File: config.mk
export PLATFORM = sky130hd
export DESIGN_NAME = nibble_add_seq
export DESIGN_NICKNAME = d
export VERILOG_FILES = /design/src/rtl/nibble_add_pkg.sv /design/src/rtl/nibble_add_seq_fulladd4bit.sv /design/src/rtl/nibble_add_seq.sv
export SDC_FILE = /design/constraint.sdc
export NUM_CORES = 1
export LEC_CHECK = 0
export BUFFER_PORTS_ARGS = -buffer_cell sky130_fd_sc_hd__buf_2
export CAP_MARGIN = 5
export CELL_PAD_IN_SITES_DETAIL_PLACEMENT = 0
export CELL_PAD_IN_SITES_GLOBAL_PLACEMENT = 1
export CORE_ASPECT_RATIO = 0.75
export CORE_MARGIN = 5
export CORE_UTILIZATION = 47
export CTS_BUF_LIST = sky130_fd_sc_hd__clkbuf_16
export DETAILED_ROUTE_END_ITERATION = 10
export GPL_TIMING_DRIVEN = 0
export PLACE_DENSITY_LB_ADDON = 0.1
export SYNTH_ARGS = -nofsm -noshare
export SYNTH_HDL_FRONTEND = slang
export SYNTH_HIERARCHICAL = 1
export SYNTH_SLANG_ARGS = --single-unit
File: constraint.sdc
create_clock -name clk -period 7.8 [get_ports clk]
set_clock_uncertainty 0.15 [all_clocks]
set_input_delay 0.39 -clock clk [delete_from_list [all_inputs] [get_ports clk]]
set_output_delay 0.39 -clock clk [all_outputs]
set_load 0.01 [all_outputs]
File: src/rtl/nibble_add_pkg.sv
// Shared types and constants for the nibble-serial add/subtract sequencer.
// Imported by the sequencer top.
package nibble_add_pkg;

  typedef enum logic [1:0] {
    IDLE = 2'd0,
    RUN  = 2'd1,
    DONE = 2'd2
  } state_t;

  localparam int NIBBLE_W    = 4;
  localparam int NIBBLES_MIN = 1;
  localparam int NIBBLES_MAX = 16;

endpackage

File: src/rtl/nibble_add_seq_fulladd4bit.sv
// 4-bit ripple slice shared by every nibble of the sequencer.
// overflow is the plain carry out of bit 3.
module fulladd4bit (
  output logic [3:0] s,
  output logic       overflow,
  input  logic [3:0] a,
  input  logic [3:0] b,
  input  logic       Cin
);

  logic [4:0] full;

  assign full     = {1'b0, a} + {1'b0, b} + {4'd0, Cin};
  assign s        = full[3:0];
  assign overflow = full[4];

endmodule

File: src/rtl/nibble_add_seq.sv
// Multi-cycle W-bit add/subtract using one 4-bit slice,
// one nibble per clock, LSB nibble first.
module nibble_add_seq
  import nibble_add_pkg::*;
#(
  parameter int NIBBLES = 4
) (
  input  logic                        clk,
  input  logic                        rst_n,
  input  logic                        start,
  input  logic                        sub,
  input  logic [NIBBLE_W*NIBBLES-1:0] a,
  input  logic [NIBBLE_W*NIBBLES-1:0] b,
  output logic                        busy,
  output logic                        done,
  output logic [NIBBLE_W*NIBBLES-1:0] sum,
  output logic                        cout,
  output logic                        ovf
);

  localparam int W  = NIBBLE_W * NIBBLES;
  localparam int KW = (NIBBLES > 1) ? $clog2(NIBBLES) : 1;
  localparam logic [KW-1:0] K_LAST = KW'(NIBBLES - 1);

  state_t        state;
  state_t        state_nx;
  logic [W-1:0]  op_a;
  logic [W-1:0]  op_b;
  logic          carry;
  logic [KW-1:0] k;
  logic [KW+1:0] base;
  logic          last;
  logic [3:0]    nib_a;
  logic [3:0]    nib_b;
  logic [3:0]    nib_s;
  logic          nib_co;

  assign base  = {k, 2'b00};
  assign last  = (k == K_LAST);
  assign nib_a = op_a[base +: NIBBLE_W];
  assign nib_b = op_b[base +: NIBBLE_W];

  fulladd4bit u_slice (
    .s        (nib_s),
    .overflow (nib_co),
    .a        (nib_a),
    .b        (nib_b),
    .Cin      (carry)
  );

  always_ff @(posedge clk or negedge rst_n) begin
    if (!rst_n) state <= IDLE;
    else        state <= state_nx;
  end

  always_comb begin
    state_nx = state;
    unique case (state)
      IDLE:    if (start) state_nx = RUN;
      RUN:     if (last)  state_nx = DONE;
      DONE:    state_nx = IDLE;
      default: state_nx = IDLE;
    endcase
  end

  // busy/done decode straight off the state register
  assign busy = (state == RUN);
  assign done = (state == DONE);

  always_ff @(posedge clk or negedge rst_n) begin
    if (!rst_n) begin
      op_a  <= '0;
      op_b  <= '0;
      carry <= 1'b0;
      k     <= '0;
      sum   <= '0;
      cout  <= 1'b0;
      ovf   <= 1'b0;
    end else begin
      unique case (1'b1)
        (state == IDLE): begin
          if (start) begin
            op_a  <= a;
            op_b  <= sub ? ~b : b;
            carry <= sub;
            k     <= '0;
            sum   <= '0;
            cout  <= 1'b0;
            ovf   <= 1'b0;
          end
        end
        (state == RUN): begin
          sum[base +: NIBBLE_W] <= nib_s;
          carry <= nib_co;
          k     <= last ? '0 : k + 1'b1;
          if (last) begin
            cout <= nib_co;
            ovf  <= (op_a[W-1] == op_b[W-1]) &&
                    (nib_s[3] != op_a[W-1]);
          end
        end
        default: ;
      endcase
    end
  end

endmodule

==> results of run 1 <==
report_power, final:
part           leakage (uW)  switching [uW]  internal [uW]
Clock             0.0000762            94.0            116
Combinational      0.000784             434            346
Sequential         0.000673            73.4            410
sequential cells by signal (all words and copies together), names as in the netlist:
| signal | flops |
|---|---|
| carry | 1 |
| op_b | 16 |
| ovf | 1 |
| op_a | 16 |
| cout | 1 |
| sum | 16 |
| k | 2 |
| state | 2 |
path summary, 6_finish.rpt:
| path | to | slack, ns | cells after the start |
|---|---|---|---|
| max | ovf$_DFFE_PN0P_ | 4.51 | 9 |
| min reg2reg | sum[4]$_DFFE_PN0P_ | 0.35 | 1 |
| max reg2reg | ovf$_DFFE_PN0P_ | 4.51 | 9 |
| min | op_a[3]$_DFFE_PN0P_ | -0.02 | 1 |
| max in group asynchronous | sum[8]$_DFFE_PN0P_ | 6.96 | 2 |
| min in group clk | op_a[14]$_DFFE_PN0P_ | 0.18 | 2 |
logic make-up (layout without fill, tap and decap cells):
family,after synthesis,count (layout)
AOI/OAI and AO/OA,49,49
xor gates and xnor gates,18,18
DFF,55,55
adders and majority gates,11,11
buffers and inverters,20,83
muxes,24,24
and+or+nand+nor,41,41
worst max-delay path, stage by stage, from the launching register on:
cell	delay (ns)
sky130_fd_sc_hd__dfrtp_1	0.49
sky130_fd_sc_hd__buf_2	0.37
sky130_fd_sc_hd__mux4_2	0.59
sky130_fd_sc_hd__fa_1	0.45
sky130_fd_sc_hd__a21o_1	0.18
sky130_fd_sc_hd__a21oi_2	0.15
sky130_fd_sc_hd__xnor2_1	0.33
sky130_fd_sc_hd__and3b_1	0.25
sky130_fd_sc_hd__a21oi_1	0.11
sky130_fd_sc_hd__o21ai_0	0.09
layout by cell type (no fill, tap or decap), types with 3 or more instances in the layout:
cell and n:
sky130_fd_sc_hd__nor2_1 18, sky130_fd_sc_hd__xnor2_1 18, sky130_fd_sc_hd__buf_2 62, sky130_fd_sc_hd__o21ai_0 4
sky130_fd_sc_hd__nand2_1 9, sky130_fd_sc_hd__mux2_2 16, sky130_fd_sc_hd__nand2b_1 3, sky130_fd_sc_hd__a21oi_1 17
sky130_fd_sc_hd__inv_1 11, sky130_fd_sc_hd__a21o_1 5, sky130_fd_sc_hd__a22o_1 17, sky130_fd_sc_hd__ha_1 9
sky130_fd_sc_hd__dfrtp_1 55, sky130_fd_sc_hd__nor2b_1 3, sky130_fd_sc_hd__mux4_2 8, sky130_fd_sc_hd__clkbuf_16 5
routing by layer:
metal | up-vias | share of wire, %
met5 | - | 0
met4 | 0 | 0.97
met3 | 6 | 6.4
met2 | 46 | 42
met1 | 849 | 51
li1 | 899 | -
stage by stage:
step	util [%]	instance area, um2
final	56.7	3230
after global routing	56.7	3230
after CTS	56.3	3210
after detailed placement	53.9	3080
after global placement	53.9	3080
after floorplan	-	2710
final cells by class:
cell class              instances  share of cell area [%]
plain buffers                  11                    1.82
clock buffers                   5                    3.87
clock inverters                 3                   0.387
inverters                       9                    1.04
multi-input cells             143                    38.3
flip-flops and latches         55                    42.6
well taps                      78                    3.02
repair buffers                 55                    8.97
==> summary.txt, run 1 <==
STA
  • Share of the cycle needed by the critical path after routing: 42.2%
  • Timing-limited maximum frequency: between 0.3 and 0.4 GHz
  • Number of endpoints with negative hold slack in the final report: 27
  • Least setup slack across all paths after layout: about 4.5 ns
  • Slew @ Worst Pin: 0.647 ns
  • Worst max-slew margin expressed relative to the limit: a little under three fifths
  • Pins over their slew limit: 0
  • Setup total negative slack: 0 ns
  • Setup-failing EPs final: 0
  • RSZ-0062 raised after global routing: no
  • Min Tclk post-route: 3.29 ns
  • Final hold slack: -0.0249 ns

Die
  • Die boundary width: 97.7 um
  • Die height: 75.7 um
  • Standard cell core area: 0.00571 mm2
  • I/O pin count: between 50 and 60
  • Placement row count: 24
  • Die Footprint: 0.00740 mm2
  • Effective utilization at floorplan: 47.5%

Clocking
  • Number of hold buffers added after CTS: 0
  • Cts bufs inserted: 5
  • Setup repair bufs after CTS: 0
  • CTS H-tree lvls: 2
  • Clk slew on worst S/H paths: roughly 0.06 ns
  • Maximum root-to-sink buffer count: 2
  • Clock sink total: 55
  • Cells resized by post-CTS repair: 0
  • Clock tree from TritonCTS: yes
  • Clock latency at the later pin of the worst-skew pair: roughly 0.29 ns
  • Clock tree root buffer cell: sky130_fd_sc_hd__clkbuf_16

Logic synthesis
  • Top FF cell, synth: sky130_fd_sc_hd__dfrtp_1
  • Post-synthesis sequential element count: 55
  • Share of the synthesized area in compound gates (AO/OA/AOI/OAI): 12.4%
  • Dominant combinational cell family by area after synthesis: multiplexers
  • Distinct cell type count of the synthesized netlist: 29
  • Portion of netlist area occupied by mux cells: 13.3%
  • Share of synthesized cell area in full adder, half adder and majority cells: under 10%
  • Synth top area share: between 50% and 60%
  • Fraction of the mapped netlist area in simple logic gates: 8.59%
  • Xor/xnor cell area share of the yosys netlist: 5.82%
  • Post-synthesis cell type with the largest combined area: sky130_fd_sc_hd__dfrtp_1
  • Post-synthesis net count: 265
  • Proportion of synthesized flip-flops having asynchronous set or reset: 100%
  • Leading post-synthesis cells by cell area: sky130_fd_sc_hd__dfrtp_1, sky130_fd_sc_hd__mux2_2, sky130_fd_sc_hd__mux4_2
  • Cell area after technology mapping: 0.00271 mm2
  • Post-Syn Area per Cell: 12.4 um2
  • Most frequent cells after synthesis: sky130_fd_sc_hd__dfrtp_1, sky130_fd_sc_hd__nor2_1, sky130_fd_sc_hd__xnor2_1
  • Most instantiated library cell after synthesis: sky130_fd_sc_hd__dfrtp_1
  • Sequential cell area fraction in the yosys report: 50.8%
  • Warnings from Yosys: 6
  • Number of enable flip-flop cells after synthesis: 0
  • Gate Count Post-Synth: 218

Routing
  • Drt total wl: between 5000 and 6000 um
  • Average via count per standard cell: roughly 5.0
  • Routed wirelength normalized by instance count: roughly 15 um
  • Count of routing violations after the opening detailed-route iteration: 90
  • Residual DRC: 0
  • Remaining antenna violation count after routing: 0
  • Total number of vias: 1,800
  • Detailed-routing iteration count for the pre-antenna-repair pass: 4

Pwr
  • IR Drop Worst-Case VDD: 0.225 mV
  • Power Total: 1470 uW
  • Static power due to leakage: 0.00153 uW
  • Power density relative to cell area: 455 mW/mm2

Run status
  • Run status: complete, but fails checks
  • Violations in the final reports: hold timing

Worst setup path
  • Required time reported for the critical path endpoint: just under 8 ns
  • Start of the worst register-to-register path: k[0]$_DFFE_PN0P_
  • Capturing element type of the critical path: flop
  • Category of the critical setup timing path: flop to flop
  • Data arrival at the endpoint of the critical path: about 3.3 ns
  • Critical path launch point: k[0]$_DFFE_PN0P_
  • Crit Path Max Fanout: 10
  • Worst Setup Start Kind: flop

Finish
  • Synth-to-layout area growth: 19.4%
  • Multi-input gate area in the final layout: 0.00124 mm2
  • Count of fill cells added during filler insertion: 509
  • Count of placed standard cells in the final layout, fillers left out: about 360
  • # diodes: 0
  • Share of cells above drive strength 1: 35.9%
  • FF+latch area: 0.00138 mm2
  • Nets: 327

Placement
  • Minimum setup slack after placement: 4.46 ns
  • Detailed placement HPWL: between 4000 and 5000 um
  • Port bufs: 54
  • Global placer's final weighted congestion: 0.763
  • Number of cells in the design after placement: 350

GRT
  • Maximum number of pins on one net before global-route repair: 56
  • Met2 usage: 23.8%
  • Leftover overflow at the end of global routing: 0
  • Antenna violations before repair: 0
  • Total track usage: 15.6%
  • Global-route wire length before repair: 8890 um
  • Busiest grt layer: met2
  • Vias in the first global route: 1,725
  • Met3 track demand over resource: 4.76%
  • Met1 routing resource usage after global routing: 21.8%

Min path
  • Hold Path Class: input pin to asynchronous set/reset pin

Job
  • Max_cap viols: 0
Power figures use the tool's default switching activity.
==> run 2, diff against run 1 <==
ABC_AREA = 1   (was default)
CORE_UTILIZATION = 36   (was 47)
clock period = 2.6 ns   (was 7.8 ns; I/O delays follow)
==> summary.txt, run 2 <==
Run status
  • Run status: complete, but fails checks (unchanged)
  • Violations in the final reports: hold timing (unchanged)

Routing
  • Remaining antenna violation count after routing: 0 (unchanged)
  • Detailed-routing iteration count for the pre-antenna-repair pass: 4 (unchanged)
  • Drt total wl: 7590 um (was 5480 um)
  • Residual DRC: 0 (unchanged)
  • Routed wirelength normalized by instance count: 13.8 um (was 15.3 um)
  • Count of routing violations after the opening detailed-route iteration: 111 (was 90)
  • Average via count per standard cell: 4.52 (was 5.01)
  • Total number of vias: 2,496 (was 1,800)

STA
  • Timing-limited maximum frequency: 0.391 GHz (was 0.304 GHz)
  • Final hold slack: -0.0000821 ns (was -0.0249 ns)
  • Share of the cycle needed by the critical path after routing: 98.2% (was 42.2%)
  • Min Tclk post-route: 2.55 ns (was 3.29 ns)
  • Worst max-slew margin expressed relative to the limit: 52.4% (was 56.5%)
  • RSZ-0062 raised after global routing: yes (was no)
  • Number of endpoints with negative hold slack in the final report: 1 (was 27)
  • Slew @ Worst Pin: 0.713 ns (was 0.647 ns)
  • Pins over their slew limit: 0 (unchanged)
  • Setup-failing EPs final: 0 (unchanged)

Finish
  • Nets: 493 (was 327)
  • Largest registers in the final layout: op_a: 16 flops, op_b: 16 flops, sum: 16 flops (unchanged)
  • Count of placed standard cells in the final layout, fillers left out: 552 (was 359)
  • Multi-input gate area in the final layout: 0.00133 mm2 (was 0.00124 mm2)
  • # diodes: 0 (unchanged)
  • Most common cell after layout, fill and taps aside: sky130_fd_sc_hd__nand2_1 (was sky130_fd_sc_hd__buf_2)
  • Commonest non-fill, non-tap cells in the layout: sky130_fd_sc_hd__nand2_1, sky130_fd_sc_hd__buf_2, sky130_fd_sc_hd__dfrtp_1 (was sky130_fd_sc_hd__buf_2, sky130_fd_sc_hd__dfrtp_1, sky130_fd_sc_hd__xnor2_1, sky130_fd_sc_hd__nor2_1)
  • FF+latch area: 0.00138 mm2 (about the same)
  • Synth-to-layout area growth: 37.3% (was 19.4%)
  • Count of fill cells added during filler insertion: 791 (was 509)
  • Share of cells above drive strength 1: 25.1% (was 35.9%)
  • Area of all placed cells without fillers: 0.00389 mm2 (was 0.00323 mm2)

Logic synthesis
  • Cell area after technology mapping: 0.00283 mm2 (was 0.00271 mm2)
  • Warnings from Yosys: 6 (unchanged)
  • Post-synthesis net count: 394 (was 265)
  • Post-Syn Area per Cell: 8.16 um2 (was 12.4 um2)
  • Distinct cell type count of the synthesized netlist: 22 (was 29)
  • Synth top area share: 48.6% (was 50.8%)
  • Leading post-synthesis cells by cell area: sky130_fd_sc_hd__dfrtp_1, sky130_fd_sc_hd__nand2_1, sky130_fd_sc_hd__xnor2_1 (was sky130_fd_sc_hd__dfrtp_1, sky130_fd_sc_hd__mux2_2, sky130_fd_sc_hd__mux4_2)
  • Most frequent cells after synthesis: sky130_fd_sc_hd__nand2_1, sky130_fd_sc_hd__dfrtp_1, sky130_fd_sc_hd__o21ai_1 (was sky130_fd_sc_hd__dfrtp_1, sky130_fd_sc_hd__nor2_1, sky130_fd_sc_hd__xnor2_1)
  • Most instantiated library cell after synthesis: sky130_fd_sc_hd__nand2_1 (was sky130_fd_sc_hd__dfrtp_1)
  • Number of enable flip-flop cells after synthesis: 0 (unchanged)
  • Post-synthesis cell type with the largest combined area: sky130_fd_sc_hd__dfrtp_1 (unchanged)
  • Sequential cell area fraction in the yosys report: 48.6% (was 50.8%)
  • Proportion of synthesized flip-flops having asynchronous set or reset: 100% (unchanged)
  • Top FF cell, synth: sky130_fd_sc_hd__dfrtp_1 (unchanged)
  • Post-synthesis sequential element count: 55 (unchanged)
  • Gate Count Post-Synth: 347 (was 218)

Min path
  • Cells on Worst Hold Path: 3
  • Start point of the worst min-delay path: b[5]
  • Hold Path Class: input pin to flop (was input pin to asynchronous set/reset pin)
  • Capture endpoint of the worst hold path: op_b[5]$_DFFE_PN0P_

Worst setup path
  • Reg2Reg Setup Slack: 0.05 ns (was 4.51 ns)
  • Category of the critical setup timing path: flop to flop (unchanged)
  • Data arrival at the endpoint of the critical path: 2.63 ns (was 3.30 ns)
  • Capturing element type of the critical path: flop (unchanged)
  • Worst Setup Start Kind: flop (unchanged)
  • Crit Path Max Fanout: 10 (unchanged)
  • R2R cell count: 13 (was 9)
  • Critical register-to-register path endpoint: sum[13]$_DFFE_PN0P_ (was ovf$_DFFE_PN0P_)
  • Start of the worst register-to-register path: k[0]$_DFFE_PN0P_ (unchanged)
  • Required time reported for the critical path endpoint: 2.67 ns (was 7.81 ns)

Pwr
  • Static power due to leakage: 0.00199 uW (was 0.00153 uW)
  • Power density relative to cell area: 1330 mW/mm2 (was 455 mW/mm2)
  • IR Drop Worst-Case VDD: 0.568 mV (was 0.225 mV)
  • Power Total: 5170 uW (was 1470 uW)

Job
  • Max_cap viols: 0 (unchanged)

GRT
  • Total track usage: 16.1% (was 15.6%)
  • Antenna violations before repair: 0 (unchanged)
  • Leftover overflow at the end of global routing: 0 (unchanged)
  • Global-route wire length before repair: 12,400 um (was 8890 um)
  • Maximum number of pins on one net before global-route repair: 56 (unchanged)
  • Vias in the first global route: 2,469 (was 1,725)

Clocking
  • Clock sink total: 55 (unchanged)
  • Clock tree from TritonCTS: yes (unchanged)
  • Maximum root-to-sink buffer count: 2 (unchanged)
  • Cts bufs inserted: 5 (unchanged)
  • CTS H-tree lvls: 2 (unchanged)
  • Clk slew on worst S/H paths: 0.07 ns (was 0.06 ns)
  • Clock tree root buffer cell: sky130_fd_sc_hd__clkbuf_16 (unchanged)
  • Clock latency at the later pin of the worst-skew pair: 0.29 ns (about the same)

Placement
  • Number of cells in the design after placement: 506 (was 350)
  • Detailed placement HPWL: 5300 um (was 4070 um)
  • Port bufs: 54 (unchanged)
  • Cell area reported after detailed placement: 0.00323 mm2 (was 0.00308 mm2)
  • Global placer's final weighted congestion: 0.828 (was 0.763)

Die
  • Die height: 86.8 um (was 75.7 um)
  • Die Footprint: 0.00976 mm2 (was 0.00740 mm2)
  • I/O pin count: 56 (unchanged)
  • Effective utilization at floorplan: 36.4% (was 47.5%)
  • Placement row count: 28 (was 24)
  • Die boundary width: 112 um (was 97.7 um)
  • Standard cell core area: 0.00778 mm2 (was 0.00571 mm2)
==> run 2: metal layers <==
metal,vias up,global-route usage (%),part of all wire [%]
met1,1157,24.7,55
met3,4,3.21,4.1
li1,1292,-,-
met2,43,22.9,40
met5,-,0,0
met4,0,4.80,0.78
==> run 2: critical path, stage by stage, from the launching register on <==
cell and delay (ns):
sky130_fd_sc_hd__dfrtp_1 0.37, sky130_fd_sc_hd__buf_6 0.14, sky130_fd_sc_hd__inv_6 0.06, sky130_fd_sc_hd__buf_8 0.14, sky130_fd_sc_hd__o21ai_2 0.12, sky130_fd_sc_hd__o22ai_2 0.12
sky130_fd_sc_hd__fa_2 0.41, sky130_fd_sc_hd__inv_1 0.08, sky130_fd_sc_hd__fa_2 0.44, sky130_fd_sc_hd__inv_2 0.08, sky130_fd_sc_hd__nand2_2 0.07, sky130_fd_sc_hd__nor2_2 0.15
sky130_fd_sc_hd__nand2_1 0.07, sky130_fd_sc_hd__o21ai_1 0.08
==> run 2: stage by stage <==
step           setup TNS, ns  setup slack (ns)  util, %
6_report                   0            0.0456     50.0
5_1_grt              -0.0998           -0.0283     50.0
4_1_cts                    0           0.00403     48.6
3_5_place_dp           -4.53            -0.503     41.6
3_3_place_gp           -4.29            -0.498     41.6
2_1_floorplan              0            0.0841        -
==> run 2: cell families after synthesis <==
logic type,count (synthesis),share of synthesized area [%]
AOI/OAI and AO/OA,59,10.9
xor gates and xnor gates,17,5.26
adders and majority gates,11,5.39
buffers and inverters,47,7.33
DFF,55,48.6
and+or+nand+nor,158,22.6
==> run 2: final cells by class <==
type                            count  area share [%]
Sequential cell                    55            35.4
Multi-Input combinational cell    245            34.1
Timing Repair Buffer               93            16.6
Inverter                           33            3.38
Tap cell                          105            3.38
Clock buffer                        5            3.22
Buffer                             13            2.83
Clock inverter                      3            1.09
==> run 2: how the worst max path moves through the flow <==
stage	startpoint	to	slack [ns]	depth (start not counted)
floorplan	k[0]$_DFFE_PN0P_	sum[13]$_DFFE_PN0P_	0.08	13
global placement	k[1]$_DFFE_PN0P_	sum[14]$_DFFE_PN0P_	-0.50	12
detailed placement	k[1]$_DFFE_PN0P_	sum[14]$_DFFE_PN0P_	-0.50	12
CTS	k[0]$_DFFE_PN0P_	sum[14]$_DFFE_PN0P_	0.004	13
global route	k[0]$_DFFE_PN0P_	sum[14]$_DFFE_PN0P_	-0.03	12
finish	k[0]$_DFFE_PN0P_	sum[13]$_DFFE_PN0P_	0.05	13
==> run 2: what timing repair did <==
item | in CTS | in global routing
setup endpoints to repair | 17 | 9
gates resized for setup | 19 | 21
hold endpoints to repair | 31 | 55
setup buffers | 2 | 5
hold buffers | 31 | 1
pin swaps | 3 | 7
==> run 2: power by group <==
group          switching [uW]  internal [uW]
Sequential                255           1210
Combinational            1720           1210
Clock                     318            455
Total                    2290           2870
==> run 3, diff against run 2 <==
HOLD_SLACK_MARGIN = 0.12   (was default)
clock period = 2.3 ns   (was 2.6 ns; I/O delays follow)
==> summary.txt, run 3 (synthesized netlist as in run 2, its figures left out) <==
Worst setup path
  • Required time reported for the critical path endpoint: 2.37 ns (was 2.67 ns)
  • R2R cell count: 12 (was 13)
  • Critical path launch point: k[0]$_DFFE_PN0P_ (unchanged)
  • Critical register-to-register path endpoint: sum[13]$_DFFE_PN0P_ (unchanged)
  • Category of the critical setup timing path: flop to flop (unchanged)
  • Worst Setup Start Kind: flop (unchanged)
  • Data arrival at the endpoint of the critical path: 2.52 ns (was 2.63 ns)
  • Start of the worst register-to-register path: k[0]$_DFFE_PN0P_ (unchanged)
  • Reg2Reg Setup Slack: -0.15 ns (was 0.05 ns)
  • Capturing element type of the critical path: flop (unchanged)
  • Crit Path Max Fanout: 10 (unchanged)

Finish
  • Largest registers in the final layout: op_a: 16 flops, op_b: 16 flops, sum: 16 flops (unchanged)
  • Share of cells above drive strength 1: 28.1% (was 25.1%)
  • Commonest non-fill, non-tap cells in the layout: sky130_fd_sc_hd__nand2_1, sky130_fd_sc_hd__buf_2, sky130_fd_sc_hd__dfrtp_1 (unchanged)
  • Fin util: 53.9% (was 50.0%)
  • Most common cell after layout, fill and taps aside: sky130_fd_sc_hd__nand2_1 (unchanged)
  • Synth-to-layout area growth: 47.9% (was 37.3%)
  • Nets: 517 (was 493)
  • # diodes: 0 (unchanged)

Routing
  • Remaining antenna violation count after routing: 0 (unchanged)
  • Average via count per standard cell: 4.59 (was 4.52)
  • Detailed-routing iteration count for the pre-antenna-repair pass: 4 (unchanged)
  • Routed wirelength normalized by instance count: 13.6 um (was 13.8 um)
  • Count of routing violations after the opening detailed-route iteration: 99 (was 111)
  • Drt total wl: 7820 um (was 7590 um)
  • Residual DRC: 0 (unchanged)
  • Total number of vias: 2,633 (was 2,496)

STA
  • Worst max-slew margin expressed relative to the limit: 52.5% (was 52.4%)
  • Share of the cycle needed by the critical path after routing: 107% (was 98.2%)
  • Timing-limited maximum frequency: 0.408 GHz (was 0.391 GHz)
  • Pins over their slew limit: 0 (unchanged)
  • Slew @ Worst Pin: 0.713 ns (about the same)
  • Least setup slack across all paths after layout: -0.153 ns (was 0.0456 ns)
  • Setup-failing EPs final: 8 (was 0)
  • RSZ-0062 raised after global routing: yes (unchanged)
  • Final hold slack: 0.214 ns (was -0.0000821 ns)
  • Number of endpoints with negative hold slack in the final report: 0 (was 1)
  • Min Tclk post-route: 2.45 ns (was 2.55 ns)

Min path
  • Cells on Worst Hold Path: 4 (was 3)
  • Capture endpoint of the worst hold path: carry$_DFFE_PN0P_ (was op_b[5]$_DFFE_PN0P_)
  • Hold Path Class: input pin to flop (unchanged)
  • Start point of the worst min-delay path: sub (was b[5])

Clocking
  • Maximum root-to-sink buffer count: 2 (unchanged)
  • Clk slew on worst S/H paths: 0.07 ns (about the same)
  • Cts bufs inserted: 5 (unchanged)
  • Clock tree root buffer cell: sky130_fd_sc_hd__clkbuf_16 (unchanged)
  • Clock latency at the later pin of the worst-skew pair: 0.29 ns (about the same)
  • CTS H-tree lvls: 2 (unchanged)
  • Clock tree from TritonCTS: yes (unchanged)
  • Clock sink total: 55 (unchanged)

Die
  • Die boundary width: 112 um (unchanged)
  • I/O pin count: 56 (unchanged)
  • Effective utilization at floorplan: 36.4% (unchanged)
  • Placement row count: 28 (unchanged)
  • Die height: 86.8 um (unchanged)
  • Standard cell core area: 0.00778 mm2 (unchanged)
  • Die Footprint: 0.00976 mm2 (unchanged)

Placement
  • Detailed placement HPWL: 5320 um (was 5300 um)
  • Port bufs: 54 (unchanged)
  • Global placer's final weighted congestion: 0.839 (was 0.828)

Pwr
  • Power density relative to cell area: 1540 mW/mm2 (was 1330 mW/mm2)
  • Static power due to leakage: 0.00212 uW (was 0.00199 uW)
  • IR Drop Worst-Case VDD: 0.741 mV (was 0.568 mV)

GRT
  • Leftover overflow at the end of global routing: 0 (unchanged)
  • Vias in the first global route: 2,549 (was 2,469)
  • Total track usage: 16.8% (was 16.1%)
  • Antenna violations before repair: 0 (unchanged)
  • Maximum number of pins on one net before global-route repair: 56 (unchanged)
  • Global-route wire length before repair: 13,100 um (was 12,400 um)

Run status
  • Run status: complete, but fails checks (unchanged)
  • Violations in the final reports: setup timing (was hold timing)

Job
  • Max_cap viols: 0 (unchanged)
## run 3: worst max-delay path by stage
stage / end / cells after the start
after floorplan: sum[13]$_DFFE_PN0P_ / 13
after detailed placement: sum[6]$_DFFE_PN0P_ / 12
after global routing: sum[5]$_DFFE_PN0P_ / 13
final: sum[13]$_DFFE_PN0P_ / 12
after global placement: sum[14]$_DFFE_PN0P_ / 12
after CTS: sum[13]$_DFFE_PN0P_ / 12
## run 3: where the power goes
group,switching [uW],internal (uW),total (uW)
clock,340,392,732
sequential,273,1370,1640
combinational,2240,1840,4080
total,2850,3600,6450
## run 3: what timing repair did
action / 4_1_cts / 5_1_grt
cloned: 2 / 0
setup endpoints to repair: 17 / 15
hold buffers: 43 / 0
buffers inserted: 14 / 3
hold endpoints to repair: 88 / 0
resized for setup: 31 / 14
pin swaps: 14 / 7
## run 3: worst max-delay path, stage by stage, from the launching register on
cell and delay (ns):
sky130_fd_sc_hd__dfrtp_1 0.39, sky130_fd_sc_hd__buf_6 0.15, sky130_fd_sc_hd__clkbuf_16 0.17, sky130_fd_sc_hd__nor2_4 0.10, sky130_fd_sc_hd__o22ai_2 0.10, sky130_fd_sc_hd__fa_2 0.41, sky130_fd_sc_hd__inv_2 0.07, sky130_fd_sc_hd__fa_2 0.42
sky130_fd_sc_hd__inv_2 0.09, sky130_fd_sc_hd__nand2_4 0.06, sky130_fd_sc_hd__nor2_4 0.10, sky130_fd_sc_hd__nand2_1 0.07, sky130_fd_sc_hd__o21ai_1 0.09
## run 3: routing by layer
metal  vias up  share of wire, %  track usage [%]
met4         0              0.74             4.26
li1       1343                 -                -
met2        54                41             24.4
met3         4               4.5             3.14
met5         -                 0                0
met1      1232                54             25.8
## run 3: cell type report
class / count / area, um2
buffer: 14 / 141
clock buffer: 5 / 125
tap: 105 / 131
inverter: 33 / 136
clock inverter: 1 / 7.51
fill: 754 / 3590
timing repair buffer: 116 / 881
sequential: 55 / 1380
multi-input combinational: 245 / 1390
## run 3: through the flow
step	instance area (um2)	cells	setup WS, ns	TNS [ns]	power, uW
after floorplan	2890	347	-0.0283	-0.0988	3740
after global placement	3290	506	-0.485	-4.51	4550
after detailed placement	3290	506	-0.472	-4.68	4570
after CTS	4140	571	-0.146	-0.652	6300
after global routing	4190	574	-0.252	-2.24	7020
final	4190	574	-0.153	-0.560	6450
